`src/rtl/arp_resolve_ctrl.sv`:
```
// Next-hop resolver in front of the ARP cache: applies broadcast/subnet/gateway
// routing, queries the cache and drives ARP requests with timeout and retry on a miss.
module arp_resolve_ctrl #(
  parameter int REQUEST_TIMEOUT = 1000,
  parameter int RETRY_COUNT     = 3,
  parameter int TIMERW          = $clog2(REQUEST_TIMEOUT + 1)
) (
  input  logic        clk,
  input  logic        reset,
  input  logic [31:0] local_ip,
  input  logic [31:0] gateway_ip,
  input  logic [31:0] subnet_mask,
  input  logic        in_req_valid,
  input  logic [31:0] in_req_ip,
  output logic        in_req_ready,
  output logic        in_rsp_valid,
  output logic        in_rsp_err,
  output logic [47:0] in_rsp_mac,
  input  logic        in_rsp_ready,
  output logic        cache_query_valid,
  output logic [31:0] cache_query_ip,
  input  logic        cache_query_ready,
  input  logic        cache_rsp_valid,
  input  logic        cache_rsp_err,
  input  logic [47:0] cache_rsp_mac,
  output logic        cache_rsp_ready,
  input  logic        cache_wr_valid,
  input  logic        cache_wr_ready,
  input  logic [31:0] cache_wr_ip,
  output logic        arp_req_valid,
  output logic [31:0] arp_req_ip,
  input  logic        arp_req_ready
);

  localparam int CNTW = $clog2(RETRY_COUNT + 1);
  localparam logic [CNTW-1:0]   RETRY_MAX  = CNTW'(RETRY_COUNT);
  localparam logic [TIMERW-1:0] TIMER_LOAD = TIMERW'(REQUEST_TIMEOUT);

  localparam logic [2:0] S_IDLE       = 3'd0;
  localparam logic [2:0] S_QUERY      = 3'd1;
  localparam logic [2:0] S_WAIT_RSP   = 3'd2;
  localparam logic [2:0] S_SEND_ARP   = 3'd3;
  localparam logic [2:0] S_WAIT_REPLY = 3'd4;
  localparam logic [2:0] S_RESPOND    = 3'd5;

  logic [2:0]        state_reg, state_next;
  logic [31:0]       target_reg, target_next;
  logic [CNTW-1:0]   sent_cnt_reg, sent_cnt_next;
  logic [TIMERW-1:0] timer_reg, timer_next;
  logic              rsp_err_reg, rsp_err_next;
  logic [47:0]       rsp_mac_reg, rsp_mac_next;
  logic              req_ready_reg;

  logic        is_bcast;
  logic [31:0] route_ip;
  logic        snoop_hit;

  assign is_bcast  = (in_req_ip | subnet_mask) == 32'hFFFF_FFFF;
  assign route_ip  = (((in_req_ip ^ local_ip) & subnet_mask) != 32'd0) ? gateway_ip : in_req_ip;
  assign snoop_hit = cache_wr_valid & cache_wr_ready & (cache_wr_ip == target_reg);

  always_comb begin
    state_next    = state_reg;
    target_next   = target_reg;
    sent_cnt_next = sent_cnt_reg;
    timer_next    = timer_reg;
    rsp_err_next  = rsp_err_reg;
    rsp_mac_next  = rsp_mac_reg;
    case (state_reg)
      S_IDLE: begin
        // req_ready_reg gates accept so nothing is taken in the cycle after reset
        if (in_req_valid && req_ready_reg) begin
          sent_cnt_next = '0;
          if (is_bcast) begin
            target_next  = in_req_ip;
            rsp_err_next = 1'b0;
            rsp_mac_next = 48'hFFFF_FFFF_FFFF;
            state_next   = S_RESPOND;
          end else begin
            target_next = route_ip;
            if (route_ip == 32'd0) begin
              rsp_err_next = 1'b1;
              rsp_mac_next = 48'd0;
              state_next   = S_RESPOND;
            end else begin
              state_next = S_QUERY;
            end
          end
        end
      end
      S_QUERY: begin
        if (cache_query_ready) state_next = S_WAIT_RSP;
      end
      S_WAIT_RSP: begin
        if (cache_rsp_valid) begin
          if (!cache_rsp_err) begin
            rsp_err_next = 1'b0;
            rsp_mac_next = cache_rsp_mac;
            state_next   = S_RESPOND;
          end else if (sent_cnt_reg == RETRY_MAX) begin
            rsp_err_next = 1'b1;
            rsp_mac_next = 48'd0;
            state_next   = S_RESPOND;
          end else begin
            state_next = S_SEND_ARP;
          end
        end
      end
      S_SEND_ARP: begin
        if (arp_req_ready) begin
          sent_cnt_next = sent_cnt_reg + 1'b1;
          timer_next    = TIMER_LOAD;
          state_next    = S_WAIT_REPLY;
        end
      end
      S_WAIT_REPLY: begin
        timer_next = timer_reg - 1'b1;
        // A matching cache write wins over expiry in the same cycle
        if (snoop_hit) begin
          state_next = S_QUERY;
        end else if (timer_reg == TIMERW'(1)) begin
          if (sent_cnt_reg == RETRY_MAX) begin
            rsp_err_next = 1'b1;
            rsp_mac_next = 48'd0;
            state_next   = S_RESPOND;
          end else begin
            state_next = S_SEND_ARP;
          end
        end
      end
      S_RESPOND: begin
        if (in_rsp_ready) state_next = S_IDLE;
      end
      default: state_next = S_IDLE;
    endcase
  end

  always_ff @(posedge clk) begin
    if (reset) begin
      state_reg     <= S_IDLE;
      target_reg    <= 32'd0;
      sent_cnt_reg  <= '0;
      timer_reg     <= '0;
      rsp_err_reg   <= 1'b0;
      rsp_mac_reg   <= 48'd0;
      req_ready_reg <= 1'b0;
    end else begin
      state_reg     <= state_next;
      target_reg    <= target_next;
      sent_cnt_reg  <= sent_cnt_next;
      timer_reg     <= timer_next;
      rsp_err_reg   <= rsp_err_next;
      rsp_mac_reg   <= rsp_mac_next;
      req_ready_reg <= (state_next == S_IDLE);
    end
  end

  assign in_req_ready      = req_ready_reg;
  assign in_rsp_valid      = (state_reg == S_RESPOND);
  assign in_rsp_err        = rsp_err_reg;
  assign in_rsp_mac        = rsp_mac_reg;
  assign cache_query_valid = (state_reg == S_QUERY);
  assign cache_query_ip    = target_reg;
  assign cache_rsp_ready   = (state_reg == S_WAIT_RSP);
  assign arp_req_valid     = (state_reg == S_SEND_ARP);
  assign arp_req_ip        = target_reg;

endmodule
```
`config.mk`:
```
export PLATFORM = sky130hd
export DESIGN_NAME = arp_resolve_ctrl
export DESIGN_NICKNAME = d
export VERILOG_FILES = /design/src/rtl/arp_resolve_ctrl.sv
export SDC_FILE = /design/constraint.sdc
export NUM_CORES = 1
export LEC_CHECK = 0
export ABC_AREA = 1
export CAP_MARGIN = 10
export CORE_MARGIN = 2
export CORE_UTILIZATION = 31
export CTS_CLUSTER_SIZE = 30
export DETAILED_ROUTE_END_ITERATION = 6
export GPL_TIMING_DRIVEN = 0
export PLACE_DENSITY_LB_ADDON = 0.08
export SLEW_MARGIN = 20
export SYNTH_ARGS = -nofsm -noshare
export SYNTH_HDL_FRONTEND = slang
export SYNTH_SLANG_ARGS = --single-unit
```
`constraint.sdc`:
```
create_clock -name clk -period 2.6 [get_ports clk]
set_clock_uncertainty 0.15 [all_clocks]
set_input_delay 0.52 -clock clk [delete_from_list [all_inputs] [get_ports clk]]
set_output_delay 0.52 -clock clk [all_outputs]
set_load 0.02 [all_outputs]
```
Word level (Yosys, flattened, before mapping)

Cells that the tools add are included.

Equal/unequal tests: 15
Add/sub/neg operators: 2
Bitwise operators: 5
Reduce and logical (&&, ||, !) cells: 12
Muxes and demuxes: 37

Operators with widths:

| cell                                                | count |
|---|---|
| 2-to-1 mux 48 bit                                   | 8 |
| one-hot mux 48 bit (3 select lines)                 | 1 |
| 2-to-1 mux 32 bit                                   | 2 |
| 2-to-1 mux 3 bit                                    | 11 |
| AND 32 bit                                          | 1 |
| == test 32 bit                                      | 1 |
| == test 32 bit (second input constant)              | 1 |
| logical NOT 32 bit                                  | 1 |
| OR 32 bit                                           | 1 |
| nonzero test 32 bit                                 | 1 |
| bitwise XOR 32 bit                                  | 1 |
| one-hot mux 10 bit (2 select lines)                 | 1 |
| one-hot mux 3 bit (6 select lines)                  | 1 |
| == test 10 x 1 -> 1 bit (second input constant)     | 1 |
| 2-to-1 mux 10 bit                                   | 1 |
| subtractor 10 x 1 -> 10 bit (second input constant) | 1 |
| 2-to-1 mux 1 bit                                    | 8 |
| inequality test 2 bit (second input constant)       | 4 |
| == test 3 x 2 -> 1 bit (second input constant)      | 2 |
| == test 3 bit (second input constant)               | 2 |
| logical NOT 3 bit                                   | 2 |
| AND reduction 6 bit                                 | 1 |
| 2-to-1 mux 2 bit                                    | 2 |
| one-hot mux 2 bit (2 select lines)                  | 1 |
| 12 further kinds                                    | 15 |

Logic and storage cells: 78
Register bits after elaboration: 97
Output and inout port bits: 118
Bits of input ports: 218

Logic depth before layout (Yosys ltp)

Word-level depth: 10
Mapped depth: 22
Mapped depth without buffers: 20

Least setup slack after synthesis

Ideal clock, no wire load.

Path kind: input port to flip-flop
Start: input in_req_ip[13]
End: register rsp_mac_reg[0] (netlist: in_rsp_mac[0])
Arrival: 2322 ps
Data required time: 2337 ps
Slack: 16 ps
Stages: 20
Setup time: 113 ps
Path buffers: 3
Cell sequence: or2_1 > nand3_1 > nand2_1 > nor2_1 > nand2_1 > nor2_2 > buf_4 > buf_6 > nand3_1 > nand2_1 > nand2_1 > nor2_1 > nand2_1 > nor2_1 > nand2_1 > nand3_2 > nand2_2 > buf_2 > nor2_1 > nor2_1

Cells in the longest elaborated chain, start to end: 7
Elaborated cells between the ends (all ways): 12
Those cells by class: eq/ne (2); mux (4); bitwise (3); reduce/logical (3)

RTL lines:

| what                            | RTL line | RTL |
|---|---|---|
| start: declaration              | 14       | `input logic [31:0] in_req_ip,` |
| bitwise XOR 32 bit              | 59       | `assign route_ip = (((in_req_ip ^ local_ip) & subnet_mask) != 32'd0) ? gateway_ip : in_req_ip;` |
| AND 32 bit                      | 59       |  |
| nonzero test 32 bit             | 59       |  |
| 2-to-1 mux 32 bit               | 59       |  |
| logical NOT 32 bit              | 81       | `if (route_ip == 32'd0) begin` |
| inequality test 3 bit (no line) | -        |  |
| AND reduction 6 bit (no line)   | -        |  |
| end signal: assignment          | 153      | `rsp_mac_reg <= rsp_mac_next;` |
| end: declaration                | 51       | `logic [47:0] rsp_mac_reg, rsp_mac_next;` |

Parallel ways exist; a longest one is shown, timed or not. The select of a mux whose other input is x is not followed.
A chain may end at the register's enable or synchronous reset.

Worst setup path in the final report

Start: input local_ip[5]
End: register rsp_mac_reg[21] (netlist: in_rsp_mac[21])

Cells in the longest elaborated chain, start to end: 7

RTL lines:

| what                            | RTL line | RTL |
|---|---|---|
| start: declaration              | 10       | `input logic [31:0] local_ip,` |
| bitwise XOR 32 bit              | 59       |  |
| AND 32 bit                      | 59       |  |
| nonzero test 32 bit             | 59       |  |
| 2-to-1 mux 32 bit               | 59       |  |
| logical NOT 32 bit              | 81       |  |
| inequality test 3 bit (no line) | -        |  |
| AND reduction 6 bit (no line)   | -        |  |

Every way passes these cells.

==> results.tsv <==
stage	metric	value	unit
critical_path	CP Buf/Inv Count	6	
final_layout	FF/Latch Area	1946	um2
routing	routed vias	9904	
critical_path	most used cell, CP	nand2_1	
clocking	worst-skew pair later-pin latency	0.35	ns
synthesis	post-synth top area share	25.86	%
synthesis	most frequent cell after synthesis	nand2_1	
global_routing	initial antenna violation count	0	
critical_path	Setup CP Type	in2reg	
critical_path	R2R Setup Slk	-0.02	ns
routing	WL/cell	16.83	um
floorplan	Std-Cell Rows	56	
global_routing	GRT Util Overall	25.35	%
outcome	outcome	finished, violations left	
job	total of max-cap violations	0	
final_layout	Net count, final	1933	
floorplan	initial core utilization	31.80	%
synthesis	register area share after synthesis	25.86	%
synthesis	syn_area_per_cell	5.871	um2
global_routing	largest net degree at the start of global routing	18	
routing	Vias/cell	4.864	
power	maximum VDD drop	315.4	uV
global_routing	first-pass GRT wire length	51.27	mm
timing	setup ws final	-0.1834	ns
critical_path	CP max stage cell	clkdlybuf4s15_1	
final_layout	Core Util, Final	55.03	%
worst_hold_path	worst min path class	reg2reg	
critical_path	worst endpoint data arrival time	2.87	ns
final_layout	max reg flops	48	
routing	Detail Route Antenna Nets	0	
floorplan	core area	23610	um2
timing	FMAX	359.3	MHz
timing	unrepaired setup endpoints after global routing	yes	
clocking	CTS tree	yes	
synthesis	cell count after synthesis	1279	
routing	DRC viols	0	
final_layout	fin cells	2036	
synthesis	synth warn	0	
final_layout	multi-input logic area	4994	um2
routing	First-pass DRT Iterations	5	
clocking	depth of the CTS H-tree	3	
clocking	clock sink count	97	
placed_design	GPL Wtd Cong	0.8876	
critical_path	Worst Path Max Fanout	6	
clocking	Root Driver	clkbuf_16	
timing	worst rel slew slack	59.83	%
placed_design	HPWL after DPL	26.58	mm
synthesis	Post-synth top cells	405 x nand2_1, 171 x inv_1, 138 x nor2_1, 97 x dfxtp_1, 69 x a21oi_1	
final_layout	Area Overhead vs Synth	73.05	%
synthesis	top post-synthesis cells by area	dfxtp_1 26%, nand2_1 20%, inv_1 8.5%	
clocking	clock buffer count from CTS	9	
placed_design	Port-buffer cells	334	
synthesis	Synth Cell Area	7508	um2
timing	Tmin final	2.783	ns
clocking	Clock Path Buffers	2	
final_layout	diode count	0	
timing	slew at the pin closest to its max-slew limit	0.6025	ns
floorplan	I/O Pins	336	
power	Static Leak	6.176	nW
timing	final setup vio count	50	
synthesis	cell taking the most area after synthesis	dfxtp_1	
timing	final hold violation count	0	
floorplan	Die X	159.6	um
critical_path	CP Cell Sequence	clkdlybuf4s15_1 > inv_1 > nand2_1 > nand3_1 > nand2_1 > nor2_1 > nand2_1 > nor2_4 > buf_8 > clkbuf_16 > nand3_2 > nand2_1 > nand2_1 > nor2_2 > nand2_2 > nor2_4 > nand2_4 > nand3_4 > buf_8 > buf_12 > nand3b_1 > nand2_1 > nor2_1	
synthesis	FF+latch count, synth	97	
synthesis	ys async rst share	0	%
synthesis	top_reg_cell synth	dfxtp_1	
routing	initial drt markers	630	
synthesis	syn_nets	1500	
critical_path	Req. time, crit path	2.69	ns
outcome	violated checks	setup timing	
critical_path	max incr delay on CP	0.18	ns
routing	WL final	34.27	mm
critical_path	crit-path leading delay family	simple AND/OR/NAND/NOR gates	
floorplan	Die H	159.6	um
global_routing	total congestion overflow	0	
timing	worst hold margin	0.3398	ns
floorplan	Die Area	25480	um2
final_layout	layout cell share with drive strength beyond 1	27.61	%
timing	Final Slew Violations	0	
power	pwr dens	407.6	nW/um2
placed_design	Cells after DPL	1932	
clocking	clock-pin slew on the worst setup and hold paths	0.07	ns
synthesis	Synth cell types	43	
timing	final worst-path cycle share	107.1	%
critical_path	Setup crit start kind	input port	
final_layout	fillcell total	2357	
synthesis	number of flops mapped to enable cells by yosys	0	
critical_path	endpoint type of the worst setup path	flip-flop	
global_routing	vias in the first global route	9213	
[per-layer routing]
metal / wire (um) / GRT usage, %
met5: 0 / 0
met2: 16300 / 42.78
met4: 568 / 5.041
met1: 14810 / 33.13
met3: 2588 / 5.818
[logic make-up (layout without fill, tap and decap cells)]
logic type      after synthesis  in the layout  share of synthesized area (%)
simple gates                716            716                          40.78
flops                        97             97                          25.86
xor+xnor                      6              6                         0.6999
buf+inv                     269            707                          16.21
fa+ha+maj                     3              3                         0.5000
compound gates              188            188                          15.95
[placed cells by master (no fill, tap or decap), types with 5 or more instances in the layout]
cell type | Yosys | layout
nand2_1 | 405 | 315
clkdlybuf4s50_1 | 0 | 238
inv_1 | 171 | 137
nor2_1 | 138 | 116
buf_4 | 36 | 112
dfxtp_1 | 97 | 94
nand2_2 | 2 | 81
a21oi_1 | 69 | 57
a22oi_1 | 48 | 48
nand3_1 | 68 | 48
o211ai_1 | 35 | 35
buf_2 | 10 | 34
clkbuf_2 | 0 | 29
inv_2 | 1 | 28
clkbuf_1 | 40 | 27
nand3b_1 | 26 | 26
or2_2 | 24 | 24
buf_6 | 8 | 23
buf_8 | 0 | 21
nand3_2 | 1 | 19
nand4_1 | 19 | 19
nor2_2 | 3 | 15
clkdlybuf4s15_1 | 0 | 14
a21oi_2 | 0 | 12
nor3_1 | 12 | 10
nor2_4 | 0 | 10
clkbuf_16 | 0 | 10
nand2_4 | 0 | 9
o22ai_1 | 10 | 9
nor4_1 | 11 | 7
o21ai_0 | 8 | 7
dlygate4sd2_1 | 0 | 7
xor2_1 | 5 | 5
buf_12 | 0 | 5
[layout make-up]
| type | instances | share of cell area (%) |
|---|---|---|
| multi-input combinational | 913 | 38.43 |
| inverter | 174 | 5.219 |
| clock buffer | 10 | 1.839 |
| timing repair buffer | 423 | 30.47 |
| buffer | 94 | 5.441 |
| sequential | 97 | 14.97 |
| tap | 319 | 3.072 |
| clock inverter | 6 | 0.5585 |
[worst reg2reg max path, stage by stage, from the launching register on]
cell	delay [ns]
dfxtp_1	0.50
inv_1	0.14
or2_2	0.30
nand3_1	0.09
nor4_1	0.05
nand3_1	0.11
nor2_2	0.06
o21ai_1	0.10
o21ai_0	0.11
nor2_2	0.20
clkbuf_4	0.26
buf_2	0.29
a21oi_1	0.11
nor2_1	0.10
[path summary, 6_finish.rpt]
path	startpoint	to	depth (start not counted)
min reg2reg	sent_cnt_reg[1]$_SDFFE_PP0P_	sent_cnt_reg[1]$_SDFFE_PP0P_	2
max	local_ip[5]	in_rsp_mac[21]$_SDFFE_PP0P_	23
min	sent_cnt_reg[1]$_SDFFE_PP0P_	sent_cnt_reg[1]$_SDFFE_PP0P_	2
max reg2reg	arp_req_ip[4]$_SDFFE_PP0P_	in_rsp_mac[44]$_SDFFE_PP0P_	13
[power breakdown]
part | total (mW) | internal (mW) | switching, mW
logic | 2.12 | 1.03 | 1.09
clock network | 1.41 | 0.787 | 0.626
registers | 1.76 | 1.61 | 0.151
total | 5.30 | 3.43 | 1.87
[per-stage QoR]
step                TNS [ns]  power, mW  area (um2)  worst slack (ns)
floorplan                  0      2.675        7508           0.01551
global route          -14.34      5.589       12990           -0.3233
global placement      -93.03      3.611       11250            -1.302
finish                -7.512      5.296       12990           -0.1834
CTS                   -5.250      5.191       12350           -0.1424
detailed placement    -94.14      3.622       11250            -1.329
[what timing repair did]
item,in CTS,in global routing
buffers inserted,67,21
pin swaps,79,105
resized for setup,394,276
hold buffers,0,0
endpoints found under the setup margin,84,83
cloned,6,1
No activity file was read; power rests on OpenSTA's default activity.
